### src/rtl/spi_sram_pkg.sv
// Shared opcodes and FSM encoding for the SPI-to-SRAM bridge.
package spi_sram_pkg;

    localparam logic [7:0] CMD_WRITE = 8'h02;
    localparam logic [7:0] CMD_READ  = 8'h03;

    typedef enum logic [2:0] {
        ST_IDLE  = 3'd0,
        ST_CMD   = 3'd1,
        ST_ADDR  = 3'd2,
        ST_WDATA = 3'd3,
        ST_RDATA = 3'd4,
        ST_ERR   = 3'd5
    } state_t;

    function automatic int max_int(input int a, input int b);
        return (a > b) ? a : b;
    endfunction

endpackage

### src/rtl/spi_shift_reg.sv
// Generic MSB-first shift register with parallel load, used for
// both the serial-in command/data path and the serial-out read path.
module spi_shift_reg #(
    parameter int W = 8
) (
    input  logic         i_clk,
    input  logic         i_rst,
    input  logic         i_clr,
    input  logic         i_load,
    input  logic [W-1:0] i_load_val,
    input  logic         i_shift,
    input  logic         i_din,
    output logic [W-1:0] o_q
);

    logic [W-1:0] r_q;

    always_ff @(posedge i_clk) begin
        if (i_rst || i_clr) begin
            r_q <= '0;
        end else if (i_load) begin
            r_q <= i_load_val;
        end else if (i_shift) begin
            r_q <= {r_q[W-2:0], i_din};
        end
    end

    assign o_q = r_q;

endmodule

### src/rtl/spi_sram_ctrl.sv
// SPI slave bridging write (0x02) and streaming read (0x03) commands
// onto a simple strobe-based SRAM port, single clock domain on sck.
module spi_sram_ctrl
    import spi_sram_pkg::*;
#(
    parameter int ADDR_W = 16,
    parameter int DATA_W = 8
) (
    input  logic              sck,
    input  logic              rst,
    input  logic              cs_n,
    input  logic              sdi,
    output logic              sdo,
    output logic [ADDR_W-1:0] sram_addr,
    output logic [DATA_W-1:0] sram_wdata,
    output logic              sram_we,
    output logic              sram_re,
    input  logic [DATA_W-1:0] sram_rdata
);

    localparam int IN_W  = max_int(8, DATA_W);
    localparam int CNT_W = $clog2(max_int(ADDR_W, DATA_W) + 1);

    state_t              r_state;
    logic [CNT_W-1:0]    r_cnt;
    logic                r_is_rd;
    logic [ADDR_W-1:0]   r_addr;
    logic [DATA_W-1:0]   r_wdata;
    logic                r_we;
    logic                r_re;

    logic [IN_W-1:0]     w_in_q;
    logic [IN_W-1:0]     w_in_next;
    logic [7:0]          w_cmd;
    logic [DATA_W-1:0]   w_word;
    logic [DATA_W-1:0]   w_out_q;
    logic                w_out_load;
    logic                w_out_shift;
    logic                w_unused;

    // Decode looks at the byte including the bit arriving on this edge.
    assign w_in_next = {w_in_q[IN_W-2:0], sdi};
    assign w_cmd     = w_in_next[7:0];
    assign w_word    = w_in_next[DATA_W-1:0];
    assign w_unused  = &{1'b0, w_in_q[IN_W-1]};

    spi_shift_reg #(.W(IN_W)) u_in_shift (
        .i_clk      (sck),
        .i_rst      (rst),
        .i_clr      (cs_n),
        .i_load     (1'b0),
        .i_load_val ({IN_W{1'b0}}),
        .i_shift    (1'b1),
        .i_din      (sdi),
        .o_q        (w_in_q)
    );

    // Read word arrives the edge after the strobe; otherwise shift out.
    assign w_out_load  = (r_state == ST_RDATA) && r_re;
    assign w_out_shift = (r_state == ST_RDATA) && !r_re;

    spi_shift_reg #(.W(DATA_W)) u_out_shift (
        .i_clk      (sck),
        .i_rst      (rst),
        .i_clr      (cs_n),
        .i_load     (w_out_load),
        .i_load_val (sram_rdata),
        .i_shift    (w_out_shift),
        .i_din      (1'b0),
        .o_q        (w_out_q)
    );

    always_ff @(posedge sck) begin
        if (rst) begin
            r_state <= ST_IDLE;
            r_cnt   <= '0;
            r_is_rd <= 1'b0;
            r_addr  <= '0;
            r_wdata <= '0;
            r_we    <= 1'b0;
            r_re    <= 1'b0;
        end else if (cs_n) begin
            r_state <= ST_IDLE;
            r_cnt   <= '0;
            r_we    <= 1'b0;
            r_re    <= 1'b0;
        end else begin
            r_we <= 1'b0;
            r_re <= 1'b0;
            unique case (r_state)
                ST_IDLE: begin
                    r_state <= ST_CMD;
                    r_cnt   <= CNT_W'(1);
                end
                ST_CMD: begin
                    if (r_cnt == CNT_W'(7)) begin
                        r_cnt <= '0;
                        if (w_cmd == CMD_WRITE) begin
                            r_is_rd <= 1'b0;
                            r_state <= ST_ADDR;
                        end else if (w_cmd == CMD_READ) begin
                            r_is_rd <= 1'b1;
                            r_state <= ST_ADDR;
                        end else begin
                            r_state <= ST_ERR;
                        end
                    end else begin
                        r_cnt <= r_cnt + CNT_W'(1);
                    end
                end
                ST_ADDR: begin
                    r_addr <= {r_addr[ADDR_W-2:0], sdi};
                    if (r_cnt == CNT_W'(ADDR_W - 1)) begin
                        r_cnt <= '0;
                        if (r_is_rd) begin
                            r_state <= ST_RDATA;
                            r_re    <= 1'b1;
                        end else begin
                            r_state <= ST_WDATA;
                        end
                    end else begin
                        r_cnt <= r_cnt + CNT_W'(1);
                    end
                end
                ST_WDATA: begin
                    if (r_we) begin
                        r_addr <= r_addr + ADDR_W'(1);
                    end
                    if (r_cnt == CNT_W'(DATA_W - 1)) begin
                        r_cnt   <= '0;
                        r_wdata <= w_word;
                        r_we    <= 1'b1;
                    end else begin
                        r_cnt <= r_cnt + CNT_W'(1);
                    end
                end
                ST_RDATA: begin
                    if (r_re) begin
                        r_cnt <= '0;
                    end else begin
                        r_cnt <= r_cnt + CNT_W'(1);
                        // Prefetch next word while bit 0 is still on sdo.
                        if (r_cnt == CNT_W'(DATA_W - 2)) begin
                            r_re   <= 1'b1;
                            r_addr <= r_addr + ADDR_W'(1);
                        end
                    end
                end
                ST_ERR: begin
                    r_cnt <= '0;
                end
                default: begin
                    r_state <= ST_IDLE;
                end
            endcase
        end
    end

    assign sdo        = w_out_q[DATA_W-1];
    assign sram_addr  = r_addr;
    assign sram_wdata = r_wdata;
    assign sram_we    = r_we;
    assign sram_re    = r_re;

endmodule

### config.mk
export PLATFORM = sky130hd
export DESIGN_NAME = spi_sram_ctrl
export DESIGN_NICKNAME = d
export VERILOG_FILES = /design/src/rtl/spi_sram_pkg.sv /design/src/rtl/spi_shift_reg.sv /design/src/rtl/spi_sram_ctrl.sv
export SDC_FILE = /design/constraint.sdc
export NUM_CORES = 1
export LEC_CHECK = 0
export CAP_MARGIN = 20
export CORE_MARGIN = 8
export CORE_UTILIZATION = 58
export CTS_CLUSTER_DIAMETER = 50
export CTS_CLUSTER_SIZE = 10
export DETAILED_ROUTE_END_ITERATION = 7
export GPL_TIMING_DRIVEN = 0
export PLACE_DENSITY = 0.87
export SYNTH_ARGS = -nofsm -noshare
export SYNTH_HDL_FRONTEND = slang
export SYNTH_SLANG_ARGS = --single-unit
### constraint.sdc
create_clock -name sck -period 4 [get_ports sck]
set_clock_uncertainty 0.15 [all_clocks]
set_input_delay 0.8 -clock sck [delete_from_list [all_inputs] [get_ports sck]]
set_output_delay 0.8 -clock sck [all_outputs]
set_load 0.1 [all_outputs]
==> results.ini, run 1 <==
[status]
status = complete, no violations

[clock_tree]
clkSlewWorstSetupHoldPaths_ps = 100
cts-resized-gates = 0
htree_levels = 2
post-cts-setup-buffers = 0
cts_buffers = 5
cts_tree = yes
hold_buffers = 0
clk_latency_ps = 320
clock_sinks = 50
root_buffer = clkbuf_8
cts_buffer_depth = 2

[worst_setup_path]
start_kind = flop
arrival_ps = 2010
cp_cell_sequence = clkdlybuf4s50_1
critPathMaxStageDelay_ps = 1200
criticalPathCategory = flop to output port
critPathBufInv = 1
crit_path_end_kind = output port
reg2reg_slack_ps = 1750
cp_top_family = buffers and inverters
critPathMaxFanout = 8
r2r_start = r_cnt[1]
reg2regPathDepth = 6
rr_endpoint = sram_wdata[7]
cp_data_required_time_ps = 3050
slowest_stage = clkdlybuf4s50_1

[global_routing]
grt_pass1_vias = 2264
antenna_found_initial = 0
gr-usage-all-layers_pct = 18.9
grt_overflow = 0
grt_max_degree = 19
grt_pass1_wl_um = 10400

[timing]
slew_violations = 0
rsz0062_at_grt = false
setup-violations-final = 0
setup_tns_ps = 0
hold_viol_final = 0
worst_pin_slew_ps = 995
fin_crit_sh_pct = 73.9
relSlewSlack_pct = 33.5
period_minus_slack_ps = 2960
fin_ws_ps = 1040
max_freq_mhz = 338
hold_slack_ps = 313

[hold_path]
holdPathStages = 2
holdPathEnd = u_out_shift.o_q[0]
worstHoldPathType = flop to flop
hp-start = u_out_shift.o_q[0]

[route]
drt-vias-per-instance = 6.16
wl_per_cell_um = 15.6
vias = 2499
detail_route.first_pass.iterations = 5
drcViolationCount = 0
drt_iter0_markers = 206
postRouteAntennaNets = 0
finalWirelength_um = 6340

[synthesis]
syn_nets = 325
syn_avg_cell_area_um2 = 8.34
synth_flop_cell = dfxtp_1
ys_seq_area_share_pct = 38.9
yosysTopAreaCellShare_pct = 38.9
synth_edf_count = 0
syn-instance-count = 308
synth_top_area_cell = dfxtp_1
synth_cell_types = 53
async_flop_share_pct = 0
syn_area_um2 = 2570
synth_area_leaders = dfxtp_1 (39%), mux2i_1 (6.2%), nor2_1 (5.7%), a21oi_1 (3.9%), nand2_1 (3.1%)
yosysWarnings = 0
ys_ff_latch = 50

[die]
die-area_um2 = 6820
die_h_um = 82.6
io_pins = 39
coreArea_um2 = 4320
start_util_pct = 59.4
die_w_um = 82.6
num_rows = 24

[power]
finalPower_w = 0.000896
vdd_drop_max_mv = 0.307
power_density_nw_per_um2 = 288
leakage_nw = 1.02

[finish]
drive_gt1_share_pct = 6.21
areaGrowthSynthToFinish_pct = 21.1
utilization_pct = 72.0
nFillCells = 367
diodes = 0
layout.nets = 370

[placed_design]
dpl.hpwl_um = 4410
gp_congestion = 0.897
numPortBuffers = 38
pre_cts_slack_ps = 1340

[job]
drv_cap = 0

## cells in the mapped netlist (all sizes together) (6+ instances only)
cell / number
mux2i: 16
dfxtp: 50
a21oi: 21
a211oi: 8
clkbuf: 12
nor2: 39
o21ai: 15
a31oi: 6
nand3: 16
nand2: 21
and2: 9
inv: 13
## cell families (layout without fill, tap and decap cells)
kind of cell	Yosys count	in the layout	share of synthesized area [%]
fa+ha+maj	5	5	2.43
buf+inv	30	76	4.97
simple gates	123	123	25.2
flops	50	50	38.9
compound gates	84	84	22.2
mux	16	16	6.23
## layout by cell type, fill, tap and decap left out, drive strengths merged, types with 2 or more instances in the layout
cell type	n
and2	9
o211ai	4
a22oi	2
a211oi	8
a21o	2
dfxtp	50
o22ai	2
buf	5
mux2i	16
clkbuf	17
ha	5
or3	5
nor4	4
nor2	39
nor2b	4
a311oi	2
nor3b	3
nand2	21
a21oi	21
o31ai	2
a22o	4
inv	15
a32oi	2
o21ai	15
nand4	4
o21bai	2
nand3b	3
nor3	5
a31oi	6
nand3	16
a41oi	4
nand2b	4
clkdlybuf4s50	38
## registers in the layout (all words and copies together), names as in the netlist
| signal | flops |
|---|---|
| sram_we | 1 |
| r_cnt | 5 |
| r_state | 3 |
| sram_wdata | 8 |
| u_out_shift.o_q | 8 |
| u_in_shift.o_q | 7 |
| r_is_rd | 1 |
| sram_re | 1 |
| sram_addr | 16 |
## metrics by stage
step	cell area, µm²	cells
after floorplan	2570	308
after global placement	3020	398
after detailed placement	3020	398
after CTS	3110	406
after global routing	3110	406
final	3110	406
## area by class of cell
class / count / area [µm²] / area share, %
clock buffer: 5 / 68.8 / 2.21
timing repair buffer: 38 / 380 / 12.2
tap: 52 / 65.1 / 2.09
multi-input combinational: 228 / 1440 / 46.3
sequential: 50 / 1000 / 32.2
clock inverter: 3 / 28.8 / 0.924
buffer: 17 / 78.8 / 2.53
inverter: 13 / 48.8 / 1.57
## metal layers
layer  global-route usage [%]  part of all wire, %
met5                        0                    0
met4                     6.38                  1.2
met3                     5.09                  7.9
met2                     29.0                   44
met1                     25.0                   46
## where the power goes
| part | switching (W) | internal [W] |
|---|---|---|
| Sequential | 0.00000317 | 0.000501 |
| Combinational | 0.0000382 | 0.0000262 |
| Clock | 0.000196 | 0.000131 |
## how the worst max path moves through the flow
stage | start | to | cells past startpoint
3_3_place_gp | cs_n | sram_addr[10] | 7
3_5_place_dp | cs_n | sram_addr[10] | 7
2_1_floorplan | sram_addr[0] | sram_addr[14] | 6
4_1_cts | sram_addr[2] | sram_addr[2] | 1
5_1_grt | sram_addr[2] | sram_addr[2] | 1
6_report | sram_addr[2] | sram_addr[2] | 1
(Power assumes the default switching activity.)
==> run 2, diff against run 1 <==
- CORE_UTILIZATION: 58 -> 48
- PLACE_DENSITY: 0.87 -> 0.77
- clock period: 4 -> 2.6 ns (I/O delays scaled with it)
==> results.ini, run 2 (synthesis results as in run 1) <==
[status]
status = complete, no violations

[worst_setup_path]
cp_top_family = buffers and inverters
criticalPathCategory = flop to output port
critPathBufInv = 1  ; unchanged
start_kind = flop
critPathMaxStageDelay_ps = 1150  ; -50 ps
cp_cell_sequence = clkdlybuf4s50_1
crit_path_end_kind = output port
critPathMaxFanout = 6  ; -2
slowest_stage = clkdlybuf4s50_1
cp_data_required_time_ps = 1930  ; -1120 ps
reg2reg_slack_ps = 350  ; -1400 ps
rr_endpoint = sram_wdata[5]
reg2regPathDepth = 6  ; unchanged
r2r_start = r_cnt[1]
arrival_ps = 1840  ; -170 ps

[route]
drt-vias-per-instance = 5.74  ; -6.7%
detail_route.first_pass.iterations = 4  ; -1
drcViolationCount = 0  ; unchanged
finalWirelength_um = 6260  ; -1.2%
drt_iter0_markers = 243  ; +18%
vias = 2434  ; -2.6%
postRouteAntennaNets = 0  ; unchanged
wl_per_cell_um = 14.8  ; -5.4%

[die]
die_h_um = 89.2  ; +8.0%
num_rows = 26  ; +8.3%
die_w_um = 89.2  ; +8.0%
io_pins = 39  ; unchanged
die-area_um2 = 7950  ; +17%
start_util_pct = 50.0  ; -9.4 points
coreArea_um2 = 5140  ; +19%

[timing]
worst_pin_slew_ps = 989  ; -5.36 ps
period_minus_slack_ps = 2510
rsz0062_at_grt = false
relSlewSlack_pct = 33.8  ; +0.36 points
max_freq_mhz = 398
hold_slack_ps = 310  ; -3.00 ps
slew_violations = 0  ; unchanged
fin_ws_ps = 89.4  ; -954 ps
setup-violations-final = 0  ; unchanged
hold_viol_final = 0  ; unchanged
setup_tns_ps = 0  ; unchanged
fin_crit_sh_pct = 96.6

[clock_tree]
clkSlewWorstSetupHoldPaths_ps = 100  ; about the same
clock_sinks = 50  ; unchanged
root_buffer = clkbuf_8
clk_latency_ps = 310  ; about the same
cts_tree = yes
cts_buffer_depth = 2  ; unchanged
cts_buffers = 5  ; unchanged
htree_levels = 2  ; unchanged

[power]
p_comb_share_pct = 6.9  ; -0.3 points
switching_share_pct = 23.2  ; -3.3 points
power_density_nw_per_um2 = 450  ; +56%
clkPwrFrac_pct = 38.9  ; +2.4 points
vdd_drop_max_mv = 0.402  ; +31%
p_int_w = 0.00110  ; +67%
power_switching_w = 0.000332  ; +40%
leakage_nw = 1.18  ; +16%
power_frac_seq_pct = 54.3  ; -2.0 points

[global_routing]
grt_overflow = 0  ; unchanged
antenna_found_initial = 0  ; unchanged
grt_max_degree = 17  ; -2
gr-usage-all-layers_pct = 16.8  ; -2.1 points
grt_pass1_vias = 2279  ; +0.66%
grt_pass1_wl_um = 10700  ; +3.0%

[placed_design]
dpl_cell_area_um2 = 3040  ; +0.87%
dpl.hpwl_um = 4520  ; +2.5%
gp_congestion = 0.852  ; -5.0%
pre_cts_slack_ps = 189  ; -1150 ps
numPortBuffers = 38  ; unchanged

[finish]
drive_gt1_share_pct = 7.06  ; +0.85 points
diodes = 0  ; unchanged
utilization_pct = 61.7  ; -10 points
areaGrowthSynthToFinish_pct = 23.5
final_common_cell = dfxtp_1
design_area_um2 = 3170  ; +1.9%
layout.nets = 370  ; unchanged
mostFrequentLayoutCells = dfxtp_1 (47), nor2_1 (39), clkdlybuf4s50_1 (28)
largest_reg_flops = 16  ; unchanged

[hold_path]
holdPathStages = 2  ; unchanged
hp-start = u_out_shift.o_q[0]
holdPathEnd = u_out_shift.o_q[0]
worstHoldPathType = flop to flop

[job]
drv_cap = 0  ; unchanged

run 2: cell count changes in the layout (fill, tap and decap cells not counted):
cell	delta
inv_6	-1
clkdlybuf4s50_1	-10
dlygate4sd2_1	+2
clkinvlp_4	+2
dfxtp_2	+3
bufinv_16	+1
clkinv_4	-1
inv_8	-1
dfxtp_1	-3
dlymetal6s2s_1	+8
run 2: final cells by class:
| class | count | area [µm²] |
|---|---|---|
| Clock buffer | 5 | 68.8 |
| Sequential cell | 50 | 1000 |
| Fill cell | 480 | 1970 |
| Inverter | 13 | 48.8 |
| Timing Repair Buffer | 38 | 398 |
| Buffer | 17 | 78.8 |
| Tap cell | 70 | 87.6 |
| Clock inverter | 3 | 45.0 |
| Multi-Input combinational cell | 228 | 1440 |
run 2: routing by layer:
metal  global-route usage, %  part of all wire [%]  vias to the layer above  wire, µm
met1                    21.9                    47                     1122      2940
met5                       0                     0                        -         0
met4                    5.29                  0.91                        0        57
met3                    4.78                   8.2                        7       516
met2                    26.1                    44                       88      2750
li1                        -                     -                     1217         -
run 2: worst max path at each step:
stage / from / endpoint / cells past startpoint
after detailed placement: cs_n / sram_addr[10] / 7
after global placement: cs_n / sram_addr[10] / 7
after CTS: sram_addr[3] / sram_addr[3] / 1
final: sram_addr[0] / sram_addr[0] / 1
after floorplan: sram_addr[3] / sram_addr[13] / 5
after global routing: sram_addr[0] / sram_addr[0] / 1
run 2: through the flow:
| stage | cells | power [W] |
|---|---|---|
| after CTS | 424 | 0.00144 |
| after global routing | 424 | 0.00148 |
| after detailed placement | 416 | 0.000891 |
| after global placement | 416 | 0.000890 |
| final | 424 | 0.00143 |
| after floorplan | 308 | 0.000854 |
run 2: worst reg2reg max path, stage by stage (launching register included):
cell       delay [ps]
dfxtp_1           420
ha_1              250
nand4bb_1         110
clkbuf_1          190
nor3_2            690
mux2i_1           280
nor2_1             50
run 2: what timing repair did:
item	in CTS	in global routing
gates resized for setup	2	8
hold buffers	0	0
endpoints found under the setup margin	2	8
buffers inserted	0	0
run 2: power by group through the flow:
| stage | clock network [W] | logic [W] | registers (W) |
|---|---|---|---|
| floorplan | 0 | 0.0000595 | 0.000795 |
| global placement | 0 | 0.0000962 | 0.000793 |
| detailed placement | 0 | 0.0000969 | 0.000794 |
| CTS | 0.000566 | 0.0000976 | 0.000776 |
| global route | 0.000592 | 0.000110 | 0.000777 |
| finish | 0.000555 | 0.0000982 | 0.000776 |
==> run 3, diff against run 2 <==
- GPL_TIMING_DRIVEN: 0 -> not set
==> results.ini, run 3 (synthesis results as in run 1) <==
[placed_design]
gp_congestion = 0.822  ; -3.5%
pre_cts_slack_ps = 266  ; +77.0 ps
dp_cells = 411  ; -1.2%
numPortBuffers = 38  ; unchanged
dpl.hpwl_um = 4300  ; -4.8%

[finish]
areaGrowthSynthToFinish_pct = 20.7
mostFrequentLayoutCells = dfxtp_1 (47), nor2_1 (39), buf_4 (39)
final_common_cell = dfxtp_1
largest_reg_flops = 16  ; unchanged
drive_gt1_share_pct = 16.9  ; +9.8 points
diodes = 0  ; unchanged
layout.nets = 365  ; -1.4%
nFillCells = 498  ; +3.8%
layout.cells.non_filler = 419  ; -1.2%

[clock_tree]
cts-resized-gates = 0  ; -2
hold_buffers = 0  ; unchanged
cts_buffers = 5  ; unchanged
htree_levels = 2  ; unchanged
clk_latency_ps = 320  ; about the same
clock_sinks = 50  ; unchanged
clkSlewWorstSetupHoldPaths_ps = 100  ; about the same
post-cts-setup-buffers = 0  ; unchanged
root_buffer = clkbuf_8
cts_buffer_depth = 2  ; unchanged
cts_tree = yes

[route]
postRouteAntennaNets = 0  ; unchanged
drcViolationCount = 0  ; unchanged
detail_route.first_pass.iterations = 4  ; unchanged
drt-vias-per-instance = 5.64  ; -1.7%
wl_per_cell_um = 14.4  ; -2.6%
finalWirelength_um = 6020  ; -3.8%
drt_iter0_markers = 138  ; -43%
vias = 2365  ; -2.8%

[job]
drv_cap = 0  ; unchanged

[timing]
setup_tns_ps = 0  ; unchanged
hold_slack_ps = 316  ; +6.25 ps
fin_ws_ps = 423  ; +333 ps
worst_pin_slew_ps = 611  ; -379 ps
relSlewSlack_pct = 59.2  ; +25 points
setup-violations-final = 0  ; unchanged
hold_viol_final = 0  ; unchanged
rsz0062_at_grt = false
max_freq_mhz = 459  ; +15%
fin_crit_sh_pct = 83.7  ; -13 points
slew_violations = 0  ; unchanged
period_minus_slack_ps = 2180  ; -333 ps

[die]
die_h_um = 89.2  ; unchanged
num_rows = 26  ; unchanged
die-area_um2 = 7950  ; unchanged
start_util_pct = 50.0  ; unchanged
coreArea_um2 = 5140  ; unchanged
die_w_um = 89.2  ; unchanged
io_pins = 39  ; unchanged

[global_routing]
grt_pass1_wl_um = 10100  ; -5.3%
antenna_found_initial = 0  ; unchanged
grt_max_degree = 29  ; +12
grt_overflow = 0  ; unchanged
gr-usage-all-layers_pct = 15.8  ; -1.1 points
grt_pass1_vias = 2335  ; +2.5%

[power]
vdd_drop_max_mv = 0.335  ; -17%
finalPower_w = 0.00145  ; +1.1%
leakage_nw = 1.10  ; -6.6%
power_density_nw_per_um2 = 466  ; +3.5%

[status]
status = complete, no violations

[worst_setup_path]
arrival_ps = 2260  ; +420 ps
cp_data_required_time_ps = 2690  ; +760 ps
critPathMaxFanout = 18  ; +12
crit_path_end_kind = flop
start_kind = flop
criticalPathCategory = flop to flop
reg2reg_slack_ps = 420  ; +70 ps

[hold_path]
worstHoldPathType = flop to flop

[run 3: per-stage QoR]
step                cell area, µm²  util (%)
floorplan                     2570         -
global placement              2990      58.1
detailed placement            2990      58.1
CTS                           3100      60.3
global route                  3100      60.3
finish                        3100      60.3
[run 3: critical path: stages (launching register included)]
cell and delay [ps]:
dfxtp_1 640, or3b_1 320, o221ai_2 190, a21o_4 290
or3_1 360, a31oi_1 150
[run 3: path summary, 6_finish.rpt]
kind                             end  cells past startpoint          startpoint
setup / recovery        sram_addr[0]                      5          r_state[1]
hold / removal    u_out_shift.o_q[0]                      2  u_out_shift.o_q[0]
setup reg to reg        sram_addr[0]                      5          r_state[1]
hold reg to reg   u_out_shift.o_q[0]                      2  u_out_shift.o_q[0]
[run 3: layout make-up]
class | count | area [µm²] | area share [%]
Timing Repair Buffer | 50 | 403 | 13.0
Sequential cell | 50 | 1000 | 32.4
Inverter | 13 | 48.8 | 1.57
Clock inverter | 3 | 47.5 | 1.53
Multi-Input combinational cell | 228 | 1440 | 46.5
Clock buffer | 5 | 68.8 | 2.22
Tap cell | 70 | 87.6 | 2.82
[run 3: where the power goes]
| group | switching (W) | internal, W |
|---|---|---|
| Clock | 0.000282 | 0.000292 |
| Combinational | 0.0000523 | 0.0000403 |
| Sequential | 0.00000795 | 0.000771 |
| Total | 0.000343 | 0.00110 |
[run 3: routing by layer]
layer	up-vias	routed length, µm	track usage, %
li1	1203	-	-
met1	1082	2970	20.2
met2	74	2570	24.5
met3	6	413	4.23
met4	0	70	6.19
met5	-	0	0
